File: config.mk
export PLATFORM = sky130hd
export DESIGN_NAME = serial_parity_rx
export DESIGN_NICKNAME = d
export VERILOG_FILES = /design/src/rtl/serial_rx_pkg.sv /design/src/rtl/rx_bit_timer.sv /design/src/rtl/serial_parity_rx.sv
export SDC_FILE = /design/constraint.sdc
export NUM_CORES = 1
export LEC_CHECK = 0
export CORE_ASPECT_RATIO = 1.25
export CORE_MARGIN = 2
export CORE_UTILIZATION = 30
export CTS_CLUSTER_DIAMETER = 100
export CTS_CLUSTER_SIZE = 10
export DETAILED_ROUTE_END_ITERATION = 7
export HOLD_SLACK_MARGIN = 0.05
export PLACE_DENSITY = 0.52
export SLEW_MARGIN = 15
export SYNTH_ARGS = -nofsm -noshare
export SYNTH_HDL_FRONTEND = slang
export SYNTH_SLANG_ARGS = --single-unit
File: constraint.sdc
create_clock -name clk -period 1.73 [get_ports clk]
set_input_delay 0.4325 -clock clk [delete_from_list [all_inputs] [get_ports clk]]
set_output_delay 0.4325 -clock clk [all_outputs]
set_load 0.01 [all_outputs]
File: src/rtl/serial_rx_pkg.sv
// Shared types and defaults for the serial parity receiver front-end.
// State encoding, parity-mode constants and default frame geometry.
package serial_rx_pkg;

    typedef enum logic [2:0] {
        ST_IDLE      = 3'd0,
        ST_START     = 3'd1,
        ST_DATA      = 3'd2,
        ST_PARITY    = 3'd3,
        ST_STOP      = 3'd4,
        ST_WAIT_IDLE = 3'd5
    } rx_state_e;

    localparam logic MODE_ODD  = 1'b0;
    localparam logic MODE_EVEN = 1'b1;

    localparam int DEF_DATA_W       = 4;
    localparam int DEF_CLKS_PER_BIT = 4;

endpackage

File: src/rtl/rx_bit_timer.sv
// Oversampling bit timer: free-runs modulo CLKS_PER_BIT, held at zero by restart_i.
// mid_pulse_o marks the start-bit check point, bit_pulse_o the data/parity/stop sample point.
module rx_bit_timer #(
    parameter int CLKS_PER_BIT = 4
) (
    input  logic clk,
    input  logic rst_n,
    input  logic restart_i,
    output logic mid_pulse_o,
    output logic bit_pulse_o
);

    localparam int CW = $clog2(CLKS_PER_BIT);
    localparam logic [CW-1:0] MID_AT = CW'(CLKS_PER_BIT / 2 - 1);
    localparam logic [CW-1:0] BIT_AT = CW'(CLKS_PER_BIT - 1);

    logic [CW-1:0] cnt_q;
    logic [CW-1:0] cnt_d;

    always_comb begin
        cnt_d = cnt_q + CW'(1);
        if (restart_i || (cnt_q == BIT_AT)) begin
            cnt_d = '0;
        end
    end

    always_ff @(posedge clk or negedge rst_n) begin
        if (!rst_n) begin
            cnt_q <= '0;
        end else begin
            cnt_q <= cnt_d;
        end
    end

    assign mid_pulse_o = (cnt_q == MID_AT);
    assign bit_pulse_o = (cnt_q == BIT_AT);

endmodule

File: src/rtl/serial_parity_rx.sv
// Deserializes start/data/parity/stop frames and holds the last good word for a parity checker.
// Define SERIAL_PARITY_RX_LOCAL_CHECK_EN to build the registered local parity error flag on perr.
module serial_parity_rx
    import serial_rx_pkg::*;
#(
    parameter int DATA_W       = DEF_DATA_W,
    parameter int CLKS_PER_BIT = DEF_CLKS_PER_BIT
) (
    input  logic              clk,
    input  logic              rst_n,
    input  logic              sin,
    input  logic              mode_in,
    output logic [DATA_W-1:0] data_out,
    output logic              parity_out,
    output logic              trig_out,
    output logic              frame_valid,
    output logic              framing_err,
    output logic              busy,
    output logic              perr
);

    localparam int IW = (DATA_W > 1) ? $clog2(DATA_W) : 1;
    localparam logic [IW-1:0] LAST_IDX = IW'(DATA_W - 1);

    rx_state_e state_q, state_d;

    logic [IW-1:0]     idx_q, idx_d;
    logic [DATA_W-1:0] shift_q, shift_d;
    logic              par_q, par_d;
    logic              mode_q, mode_d;
    logic [DATA_W-1:0] data_q, data_d;
    logic              parity_q, parity_d;
    logic              trig_q, trig_d;
    logic              fv_q, fv_d;
    logic              ferr_q, ferr_d;

    logic mid_pulse;
    logic bit_pulse;
    logic restart;
    logic frame_start;
    logic sample_data;
    logic sample_parity;
    logic load_frame;
    logic stop_low;

    rx_bit_timer #(
        .CLKS_PER_BIT(CLKS_PER_BIT)
    ) u_timer (
        .clk        (clk),
        .rst_n      (rst_n),
        .restart_i  (restart),
        .mid_pulse_o(mid_pulse),
        .bit_pulse_o(bit_pulse)
    );

    always_ff @(posedge clk or negedge rst_n) begin
        if (!rst_n) begin
            state_q <= ST_IDLE;
        end else begin
            state_q <= state_d;
        end
    end

    always_comb begin
        state_d = state_q;
        case (state_q)
            ST_IDLE:      if (!sin) state_d = ST_START;
            ST_START:     if (mid_pulse) state_d = sin ? ST_IDLE : ST_DATA;
            ST_DATA:      if (bit_pulse && (idx_q == LAST_IDX)) state_d = ST_PARITY;
            ST_PARITY:    if (bit_pulse) state_d = ST_STOP;
            ST_STOP:      if (bit_pulse) state_d = sin ? ST_IDLE : ST_WAIT_IDLE;
            ST_WAIT_IDLE: if (sin) state_d = ST_IDLE;
            default:      state_d = ST_IDLE;
        endcase
    end

    // Timer is held in IDLE so START always begins counting from zero.
    always_comb begin
        restart       = (state_q == ST_IDLE) || ((state_q == ST_START) && mid_pulse);
        frame_start   = (state_q == ST_IDLE) && !sin;
        sample_data   = (state_q == ST_DATA) && bit_pulse;
        sample_parity = (state_q == ST_PARITY) && bit_pulse;
        load_frame    = (state_q == ST_STOP) && bit_pulse && sin;
        stop_low      = (state_q == ST_STOP) && bit_pulse && !sin;
        busy          = (state_q != ST_IDLE);
    end

    always_comb begin
        idx_d    = idx_q;
        shift_d  = shift_q;
        par_d    = par_q;
        mode_d   = mode_q;
        data_d   = data_q;
        parity_d = parity_q;
        trig_d   = trig_q;
        fv_d     = load_frame;
        ferr_d   = stop_low;
        if (frame_start) begin
            mode_d = mode_in;
            idx_d  = '0;
        end
        if (sample_data) begin
            shift_d[idx_q] = sin;
            idx_d          = idx_q + IW'(1);
        end
        if (sample_parity) begin
            par_d = sin;
        end
        if (load_frame) begin
            data_d   = shift_q;
            parity_d = par_q;
            trig_d   = mode_q;
        end
    end

    always_ff @(posedge clk or negedge rst_n) begin
        if (!rst_n) begin
            idx_q    <= '0;
            shift_q  <= '0;
            par_q    <= 1'b0;
            mode_q   <= 1'b0;
            data_q   <= '0;
            parity_q <= 1'b0;
            trig_q   <= 1'b0;
            fv_q     <= 1'b0;
            ferr_q   <= 1'b0;
        end else begin
            idx_q    <= idx_d;
            shift_q  <= shift_d;
            par_q    <= par_d;
            mode_q   <= mode_d;
            data_q   <= data_d;
            parity_q <= parity_d;
            trig_q   <= trig_d;
            fv_q     <= fv_d;
            ferr_q   <= ferr_d;
        end
    end

`ifdef SERIAL_PARITY_RX_LOCAL_CHECK_EN
    logic perr_q, perr_d;

    // Odd mode flags the plain XOR, even mode its complement, evaluated on the frame mode.
    always_comb begin
        perr_d = perr_q;
        if (load_frame) begin
            perr_d = (mode_q == MODE_EVEN) ? ~(^{shift_q, par_q}) : ^{shift_q, par_q};
        end
    end

    always_ff @(posedge clk or negedge rst_n) begin
        if (!rst_n) begin
            perr_q <= 1'b0;
        end else begin
            perr_q <= perr_d;
        end
    end

    assign perr = perr_q;
`else
    assign perr = 1'b0;
`endif

    assign data_out    = data_q;
    assign parity_out  = parity_q;
    assign trig_out    = trig_q;
    assign frame_valid = fv_q;
    assign framing_err = ferr_q;

endmodule

Word level (Yosys, flattened, before mapping)
Cells that the tools add are included.
{"block": "totals", "register_bits": 21, "word_cells": 60}
{"block": "op_classes", "addsub": 2, "order_cmp": 2, "n_eq_ne": 14, "muxes": 15, "n_reduce_logical": 16}
{"op": "two-way mux 3 bit", "n": 7}
{"op": "one-hot mux 3 bit (6 select lines)", "n": 1}
{"op": "inequality test 2 bit, second input constant", "n": 6}
{"op": "logical AND 1 bit", "n": 9}
{"op": "two-way mux 2 bit", "n": 4}
{"op": "== test 3 x 2 -> 1 bit, second input constant", "n": 2}
{"op": "== test 3 bit, second input constant", "n": 2}
{"op": "AND reduction 6 bit", "n": 1}
{"op": "adder 2 x 1 -> 2 bit, second input constant", "n": 2}
{"op": "bitwise mux 4 bit", "n": 1}
{"op": "== test 2 bit, second input constant", "n": 2}
{"op": "== test 3 x 1 -> 1 bit, second input constant", "n": 1}
{"op": "logical NOT 3 bit", "n": 1}
{"op": "less-than comparator 2 x 3 -> 1 bit, second input constant", "n": 1}
{"op": "nonzero test 3 bit", "n": 1}
{"op": "demux 1 bit (select 2 bit)", "n": 1}
{"op": "== test 2 x 1 -> 1 bit, second input constant", "n": 1}
{"op": "greater-or-equal comparator 2 x 1 -> 1 bit, second input constant", "n": 1}
{"op": "logical OR 1 bit", "n": 2}
{"op": "nonzero test 2 bit", "n": 1}
{"op": "logical NOT 1 bit", "n": 1}
{"op": "two-way mux 1 bit", "n": 1}

Depth between registers and ports, before layout
Gate-level depths: netlist of the first run.
{"block": "depth", "word_depth": 5, "depth_mapped": 5, "mapped_depth_nobuf": 5}

Cells and area by module
A second synthesis of the first run with hierarchy kept.
{"block": "unflattened", "cells_unflattened": 83, "area_unflattened_um2": 1053.5}
{"mod": "serial_parity_rx", "n_inst": 1, "cells_per_inst": 76, "area_per_inst_um2": 964.7}
{"mod": "rx_bit_timer", "n_inst": 1, "cells_per_inst": 7, "area_per_inst_um2": 88.8}

Worst setup path before layout of the first run
Ideal clock, no wire load.
{"block": "synth_path", "path_kind": "flip-flop to flip-flop", "from": "register u_timer.cnt_q[0]", "to": "register shift_q[0]", "arrival_time_ps": 1378, "t_required_ps": 1605, "path_slack_ps": 227, "stages_incl_launch_ff": 6, "path_buffers": 1, "period_less_slack_ps": 1503, "cell_sequence": "dfrtp_1 ha_1 buf_2 and4bb_2 nand2_1 mux2_2"}
{"block": "synth_between", "elab_chain_cells": 2}
{"element": "start, declared", "line_no": "rx_bit_timer.sv:17", "source": "logic [CW-1:0] cnt_q;"}
{"element": "start signal, assigned", "line_no": "rx_bit_timer.sv:31", "source": "cnt_q <= cnt_d;"}
{"element": "== test 2 bit", "line_no": "rx_bit_timer.sv:36", "source": "assign bit_pulse_o = (cnt_q == BIT_AT);"}
{"element": "logical AND 1 bit", "line_no": "serial_parity_rx.sv:81", "source": "sample_data = (state_q == ST_DATA) && bit_pulse;"}
{"element": "end signal, assigned", "line_no": "serial_parity_rx.sv:129", "source": "shift_q <= shift_d;"}
{"element": "end, declared", "line_no": "serial_parity_rx.sv:28", "source": "logic [DATA_W-1:0] shift_q, shift_d;"}
No other way between the ends.
A chain may end at the register's enable or synchronous reset.

Final worst setup path of the first run
{"block": "layout_path", "from": "register state_q[1]", "to": "output busy"}
{"block": "layout_between", "elab_chain_cells": 1}
{"element": "start, declared", "line_no": "serial_parity_rx.sv:25", "source": "rx_state_e state_q, state_d;"}
{"element": "start signal, assigned", "line_no": "serial_parity_rx.sv:60", "source": "state_q <= state_d;"}
{"element": "nonzero test 3 bit", "line_no": "serial_parity_rx.sv:85", "source": "busy = (state_q != ST_IDLE);"}
{"element": "end, declared", "line_no": "serial_parity_rx.sv:18", "source": "output logic busy,"}
No other way between the ends.

==> results of run 1 <==
==> sequential cells by signal, indices dropped and copies added (netlist names), 2 cells and up <==
signal and count:
data_out 4, shift_q 4, state_q 3, idx_q 2, u_timer.cnt_q 2
==> cell usage after synthesis (2+ instances only) <==
cell type and instances:
sky130_fd_sc_hd__nor4bb_1 2, sky130_fd_sc_hd__mux2_2 14, sky130_fd_sc_hd__a21oi_1 2, sky130_fd_sc_hd__ha_1 7, sky130_fd_sc_hd__dfrtp_1 21, sky130_fd_sc_hd__nand2b_1 2, sky130_fd_sc_hd__buf_2 2, sky130_fd_sc_hd__buf_4 2
sky130_fd_sc_hd__inv_1 4, sky130_fd_sc_hd__nor2_1 6, sky130_fd_sc_hd__nand2_1 6
==> cells by family (layout without fill, tap and decap cells) <==
| group | count (synthesis) | after routing | synth area share |
|---|---|---|---|
| AND/OR/NAND/NOR | 24 | 24 | 0.1484 |
| flip-flops | 21 | 21 | 0.5109 |
| multiplexers | 14 | 14 | 0.1533 |
| buffers and inverters | 9 | 27 | 0.04257 |
| AO/OA/AOI/OAI | 8 | 8 | 0.05597 |
| adder cells (fa/ha/maj) | 7 | 7 | 0.08515 |
| other | 1 | 1 | 0.003646 |
==> per-stage QoR <==
stage / total power (W) / area (um^2) / hold WS (ps) / cells / TNS, ps
finish: 0.001618 / 1262 / 501.1 / 139 / 0
global route: 0.001739 / 1262 / 528.5 / 139 / 0
CTS: 0.001640 / 1262 / 501.3 / 139 / 0
detailed placement: 0.001313 / 1219 / 490.5 / 135 / -301.8
global placement: 0.001290 / 1219 / 477.9 / 135 / -60.96
floorplan: 0.001111 / 1028 / 136.9 / 84 / 0
==> cell type report <==
cell class              instances  area, um^2  area share
well taps                      37       46.29     0.03667
inverters                       4       15.01     0.01189
clock buffers                   3       41.29     0.03271
repair buffers                 19       167.7      0.1328
flip-flops and latches         21       525.5      0.4163
clock inverters                 1       7.507    0.005946
multi-input cells              54       459.2      0.3637
==> path summary, 6_finish.rpt <==
| kind | start | end | slack (ps) | depth (start not counted) |
|---|---|---|---|---|
| worst max-delay path | state_q[1] | busy | 40 | 2 |
| worst max register to register | u_timer.cnt_q[0] | shift_q[0] | 190 | 4 |
| worst min register to register | u_timer.cnt_q[0] | u_timer.cnt_q[0] | 500 | 1 |
| max in group asynchronous | rst_n | state_q[2] | 1000 | 2 |
| worst min-delay path | u_timer.cnt_q[0] | u_timer.cnt_q[0] | 500 | 1 |
| min in group asynchronous | rst_n | shift_q[3] | 510 | 2 |
==> layer usage <==
layer | GRT usage | vias to the layer above
met3 | 0.01679 | 2
met5 | 0 | -
met2 | 0.1503 | 4
met1 | 0.1464 | 329
met4 | 0.05556 | 0
li1 | - | 327
==> power by group through the flow <==
stage | combinational (W) | clock, W | sequential, W
after floorplan | 0.000411 | 0 | 0.000700
after global placement | 0.000596 | 0 | 0.000694
after detailed placement | 0.000611 | 0 | 0.000701
after CTS | 0.000604 | 0.000345 | 0.000691
after global routing | 0.000667 | 0.000361 | 0.000711
final | 0.000596 | 0.000334 | 0.000688
==> impl_metrics.csv, run 1 <==
group,metric,value,unit
run_status,outcome,"finished clean",
routing,detailroute.wirelength.met2,898,um
timing,count_of_final_hold_check_violations,0,
die,die_width,56.37,um
final_layout,fillerInstances,332,
worst_setup_path,worst_path_buf_inv,1,
worst_setup_path,cell_at_the_slowest_stage_of_the_critical_path,"sky130_fd_sc_hd__or3_2",
logic_synthesis,synth_warnings,0,
power_and_ir_drop,sequentialPowerShare,0.425,
logic_synthesis,synth_seq_area_share,0.5109,
worst_setup_path,worst_path_largest_cell_delay,460,ps
logic_synthesis,netlist.top_cell.by_area,"sky130_fd_sc_hd__dfrtp_1",
power_and_ir_drop,switching_share,0.3259,
clock_network,cts-root-buf,"sky130_fd_sc_hd__clkbuf_8",
power_and_ir_drop,internal-power,0.001091,W
clock_network,cts_setup_buffers,0,
final_layout,layout.nets,114,
power_and_ir_drop,power_frac_clock,0.207,
worst_setup_path,worst_ep_arrival_time,1250,ps
die,initial_utilization,0.3163,
logic_synthesis,synth.top_cells.by_area,"sky130_fd_sc_hd__dfrtp_1, sky130_fd_sc_hd__mux2_2, sky130_fd_sc_hd__ha_1",
die,die_height,69.47,um
routing,dr.max_layer_used,"met4",
clock_network,clk_path_buf_depth,2,
final_layout,mostFrequentLayoutCells,"sky130_fd_sc_hd__dfrtp_1, sky130_fd_sc_hd__mux2_2, sky130_fd_sc_hd__clkdlybuf4s50_1, sky130_fd_sc_hd__ha_1, sky130_fd_sc_hd__buf_4",
global_routing,grt_pass1_wl,3208,um
final_layout,drive_gt1_frac,0.2941,
timing,fin_crit,1687,ps
routing,vias,662,
routing,routed_wl,1804,um
global_routing,first_global_vias,675,
routing,route.met3.wl,33,um
logic_synthesis,number_of_flip_flops_and_latches_in_the_synthesized_netlist,21,
worst_setup_path,critical_path_required,1300,ps
timing,finalClockSkew,3.836,ps
routing,final_antenna_net_count,0,
logic_synthesis,netlist_area,0.001028,mm^2
final_layout,most_common_library_cell_in_the_layout_ignoring_fill_and_taps,"sky130_fd_sc_hd__dfrtp_1",
logic_synthesis,share_of_synthesized_registers_carrying_an_async_set_or_reset,1.000,
global_routing,antenna_violations_before_repair,0,
worst_setup_path,worst_setup_path_end_kind,"output port",
logic_synthesis,synthFlopType,"sky130_fd_sc_hd__dfrtp_1",
routing,met1_wirelength,858,um
power_and_ir_drop,power_per_cell_area,1282,mW/mm^2
routing,remaining_drc_errors,0,
timing,fmax,592.8,MHz
timing,maxSlewViolCount,0,
power_and_ir_drop,power_switching,0.0005274,W
clock_network,tritoncts,"done",
flow_run,drv.max_cap_violation_count,0,
clock_network,post_cts_resize_count,4,
clock_network,cts.sink_count,21,
logic_synthesis,synth_largest_type_area_fraction,0.5109,
logic_synthesis,synth_enable_flop_cells,0,
die,die_area,0.003916,mm^2
power_and_ir_drop,ir_drop,0.6517,mV
routing,drtPass1Iterations,4,
die,rows,23,
worst_setup_path,cp_cell_sequence,"or3_2 -> buf_2",
timing,timing.final.ws_setup,42.95,ps
timing,rsz0062_at_grt,"no",
clock_network,htreeDepth,1,
worst_setup_path,timing.critical_path.from_type,"register",
clock_network,tritoncts.num_buffers,3,
power_and_ir_drop,power.share.combinational,0.369,
logic_synthesis,post_synth_inst_count,84,
final_layout,area_growth_syn_to_layout,22.75,%
global_routing,grt_util_all_layers,0.1036,
timing,setup_viol,0,
worst_setup_path,top_delay_family_on_crit_path,"simple AND/OR/NAND/NOR gates",
worst_setup_path,path_max_fanout,2,
placed_design,globalplace.congestion,0.7309,
die,ios,14,
logic_synthesis,postSynthNetCount,95,
final_layout,n_antenna_cell,0,
clock_network,worstSkewPairLatency,260,ps
die,placeable_area,0.003252,mm^2
routing,drt_first_iter_violations,9,
worst_setup_path,critical_path_class,"reg2out",
clock_network,holdBufCountCts,0,
global_routing,grt-ovfl-total,0,
clock_network,cts.clk_slew.worst_paths,80,ps
global_routing,largest_net_degree_at_the_start_of_global_routing,22,
min_path,min-delay-path-class,"reg2reg",
logic_synthesis,synth_area_per_cell,12.24,um^2
power_and_ir_drop,power.leakage,0.5929,nW
placed_design,hpwl,1309,um
placed_design,place_ws,-37.63,ps
timing,fin_crit_sh,0.9752,
final_layout,layout.core_utilization,0.3882,
routing,avgRoutedWirePerCell,12.98,um
routing,route.detailed.vias_per_inst,4.763,
logic_synthesis,synth_cell_type_count,27,
placed_design,port-buffer-count,12,
Power figures use the tool's default switching activity.
==> run 2, diff against run 1 <==
- CORE_MARGIN: 2 -> 8
- SYNTH_HIERARCHICAL: unset -> 1
==> run 2 against run 1 <==
Net effect: combinational power increased by 2%; critical path type unchanged; cell count unchanged; power decreased by 0.75%.
==> impl_metrics.csv, run 2 <==
group,metric,value,unit
global_routing,grt_pass1_wl,3001,um
power_and_ir_drop,switching_share,0.3263,
clock_network,worstSkewPairLatency,260,ps
routing,drt_first_iter_violations,14,
final_layout,fillerInstances,360,
timing,rsz0062_at_grt,"no",
worst_setup_path,worst_path_buf_inv,1,
die,die_area,0.005676,mm^2
power_and_ir_drop,power.share.combinational,0.377,
global_routing,grt-ovfl-total,0,
clock_network,tritoncts,"done",
worst_setup_path,top_delay_family_on_crit_path,"simple AND/OR/NAND/NOR gates",
power_and_ir_drop,internal-power,0.001082,W
worst_setup_path,worst_path_largest_cell_delay,470,ps
logic_synthesis,number_of_flip_flops_and_latches_in_the_synthesized_netlist,21,
worst_setup_path,critical_path_class,"reg2out",
worst_setup_path,path_max_fanout,2,
logic_synthesis,post_synth_inst_count,83,
routing,avgRoutedWirePerCell,12.53,um
placed_design,place_ws,-20.03,ps
die,ios,14,
final_layout,mostFrequentLayoutCells,"sky130_fd_sc_hd__dfrtp_1, sky130_fd_sc_hd__clkdlybuf4s50_1, sky130_fd_sc_hd__mux2_2, sky130_fd_sc_hd__buf_4",
timing,fin_crit,1677,ps
placed_design,globalplace.congestion,0.7461,
flow_run,drv.max_cap_violation_count,0,
routing,routed_wl,1742,um
logic_synthesis,synth_largest_type_area_fraction,0.4988,
clock_network,clk_path_buf_depth,2,
worst_setup_path,cell_at_the_slowest_stage_of_the_critical_path,"sky130_fd_sc_hd__or3_2",
min_path,min-delay-path-class,"reg2reg",
logic_synthesis,synth_warnings,6,
die,rows,24,
logic_synthesis,synth.top_cells.by_area,"sky130_fd_sc_hd__dfrtp_1, sky130_fd_sc_hd__mux2_2, sky130_fd_sc_hd__ha_1",
clock_network,cts.clk_slew.worst_paths,70,ps
logic_synthesis,synth_cell_type_count,29,
logic_synthesis,synth_seq_area_share,0.4988,
logic_synthesis,synth_area_per_cell,12.69,um^2
placed_design,place.detailed.instances,134,
timing,fmax,596.4,MHz
clock_network,holdBufCountCts,0,
placed_design,port-buffer-count,12,
routing,remaining_drc_errors,0,
clock_network,tritoncts.num_buffers,3,
logic_synthesis,ys_top_cells_by_count,"sky130_fd_sc_hd__dfrtp_1, sky130_fd_sc_hd__mux2_2, sky130_fd_sc_hd__ha_1, sky130_fd_sc_hd__nand2_1, sky130_fd_sc_hd__inv_1",
placed_design,hpwl,1365,um
logic_synthesis,synth_enable_flop_cells,0,
clock_network,htreeDepth,1,
timing,hold_worst_slack,486.0,ps
final_layout,layout.nets,111,
routing,route.detailed.vias_per_inst,4.669,
logic_synthesis,share_of_synthesized_registers_carrying_an_async_set_or_reset,1.000,
routing,final_antenna_net_count,0,
die,initial_utilization,0.3077,
die,die_width,69.01,um
power_and_ir_drop,ir_drop,0.4521,mV
clock_network,cts-root-buf,"sky130_fd_sc_hd__clkbuf_8",
final_layout,instances_no_fill,139,
global_routing,first_global_vias,661,
timing,finalClockSkew,8.197,ps
timing,count_of_final_hold_check_violations,0,
worst_setup_path,cp_cell_sequence,"or3_2 -> buf_2",
routing,drtPass1Iterations,4,
final_layout,layout.core_utilization,0.3724,
clock_network,cts.sink_count,21,
timing,maxSlewViolCount,0,
power_and_ir_drop,power.leakage,0.5878,nW
global_routing,antenna_violations_before_repair,0,
worst_setup_path,critical_path_required,1300,ps
global_routing,grt_util_all_layers,0.06479,
power_and_ir_drop,power_frac_clock,0.198,
worst_setup_path,timing.critical_path.from_type,"register",
worst_setup_path,worst_ep_arrival_time,1240,ps
timing,setup_viol,0,
routing,vias,649,
power_and_ir_drop,power_per_cell_area,1260,mW/mm^2
logic_synthesis,yosysMostFrequentCell,"sky130_fd_sc_hd__dfrtp_1",
timing,fin_crit_sh,0.9691,
final_layout,most_common_library_cell_in_the_layout_ignoring_fill_and_taps,"sky130_fd_sc_hd__dfrtp_1",
final_layout,n_antenna_cell,0,
die,placeable_area,0.003423,mm^2
final_layout,area_growth_syn_to_layout,21.02,%
power_and_ir_drop,sequentialPowerShare,0.425,
logic_synthesis,postSynthNetCount,93,
run_status,outcome,"finished clean",
logic_synthesis,netlist_area,0.001054,mm^2
logic_synthesis,synthFlopType,"sky130_fd_sc_hd__dfrtp_1",
worst_setup_path,worst_setup_path_end_kind,"output port",
power_and_ir_drop,power_switching,0.0005241,W
global_routing,largest_net_degree_at_the_start_of_global_routing,22,
final_layout,drive_gt1_frac,0.3200,
logic_synthesis,netlist.top_cell.by_area,"sky130_fd_sc_hd__dfrtp_1",
die,die_height,82.26,um
timing,timing.final.ws_setup,53.37,ps
==> run 2: logic make-up after synthesis <==
| logic type | Yosys count | share of synthesized area |
|---|---|---|
| adder cells (fa/ha/maj) | 6 | 0.07126 |
| buffers and inverters | 11 | 0.05938 |
| AO/OA/AOI/OAI | 9 | 0.05820 |
| AND/OR/NAND/NOR | 21 | 0.1461 |
| multiplexers | 14 | 0.1627 |
| flip-flops | 21 | 0.4988 |
| other | 1 | 0.003560 |
==> run 2: through the flow <==
step | area [um^2] | total power [W] | TNS (ps)
finish | 1275 | 0.001606 | 0
global route | 1275 | 0.001735 | 0
CTS | 1267 | 0.001620 | 0
detailed placement | 1224 | 0.001303 | -22.72
global placement | 1224 | 0.001272 | -8.207
floorplan | 1054 | 0.001130 | 0
==> run 2: power groups by stage <==
| stage | registers, W | clock network (W) | logic (W) |
|---|---|---|---|
| floorplan | 0.000696 | 0 | 0.000434 |
| global placement | 0.000688 | 0 | 0.000585 |
| detailed placement | 0.000695 | 0 | 0.000609 |
| CTS | 0.000685 | 0.000338 | 0.000596 |
| global route | 0.000701 | 0.000354 | 0.000680 |
| finish | 0.000683 | 0.000318 | 0.000605 |
==> run 2: repair_timing <==
action	in CTS	in global routing
endpoints found under the hold margin	0	0
setup endpoints to repair	1	1
resized for setup	4	0
setup buffers	0	1
==> run 2: final cells by class <==
type                            instances  area [um^2]  area share
Multi-Input combinational cell         51        465.4      0.3651
Clock inverter                          1        7.507    0.005888
Clock buffer                            3        41.29     0.03238
Inverter                                5        18.77     0.01472
Timing Repair Buffer                   19        167.7      0.1315
Tap cell                               39        48.80     0.03827
Sequential cell                        21        525.5      0.4122
==> run 2: worst paths after layout <==
kind	from	endpoint	slack, ps	cells after the start
setup / recovery	state_q[0]	busy	50	2
hold / removal	u_timer/cnt_q[0]	u_timer/cnt_q[0]	490	1
setup reg to reg	u_timer/cnt_q[0]	shift_q[2]	220	4
hold reg to reg	u_timer/cnt_q[0]	u_timer/cnt_q[0]	490	1
max in group asynchronous	rst_n	u_timer/cnt_q[0]	1010	2
min in group asynchronous	rst_n	data_out[1]	500	2
==> run 2: routing by layer <==
metal | GRT usage | share of wire
met4 | 0.04312 | 0.014
met3 | 0.02031 | 0.047
met1 | 0.06657 | 0.42
met5 | 0 | 0
met2 | 0.1136 | 0.52
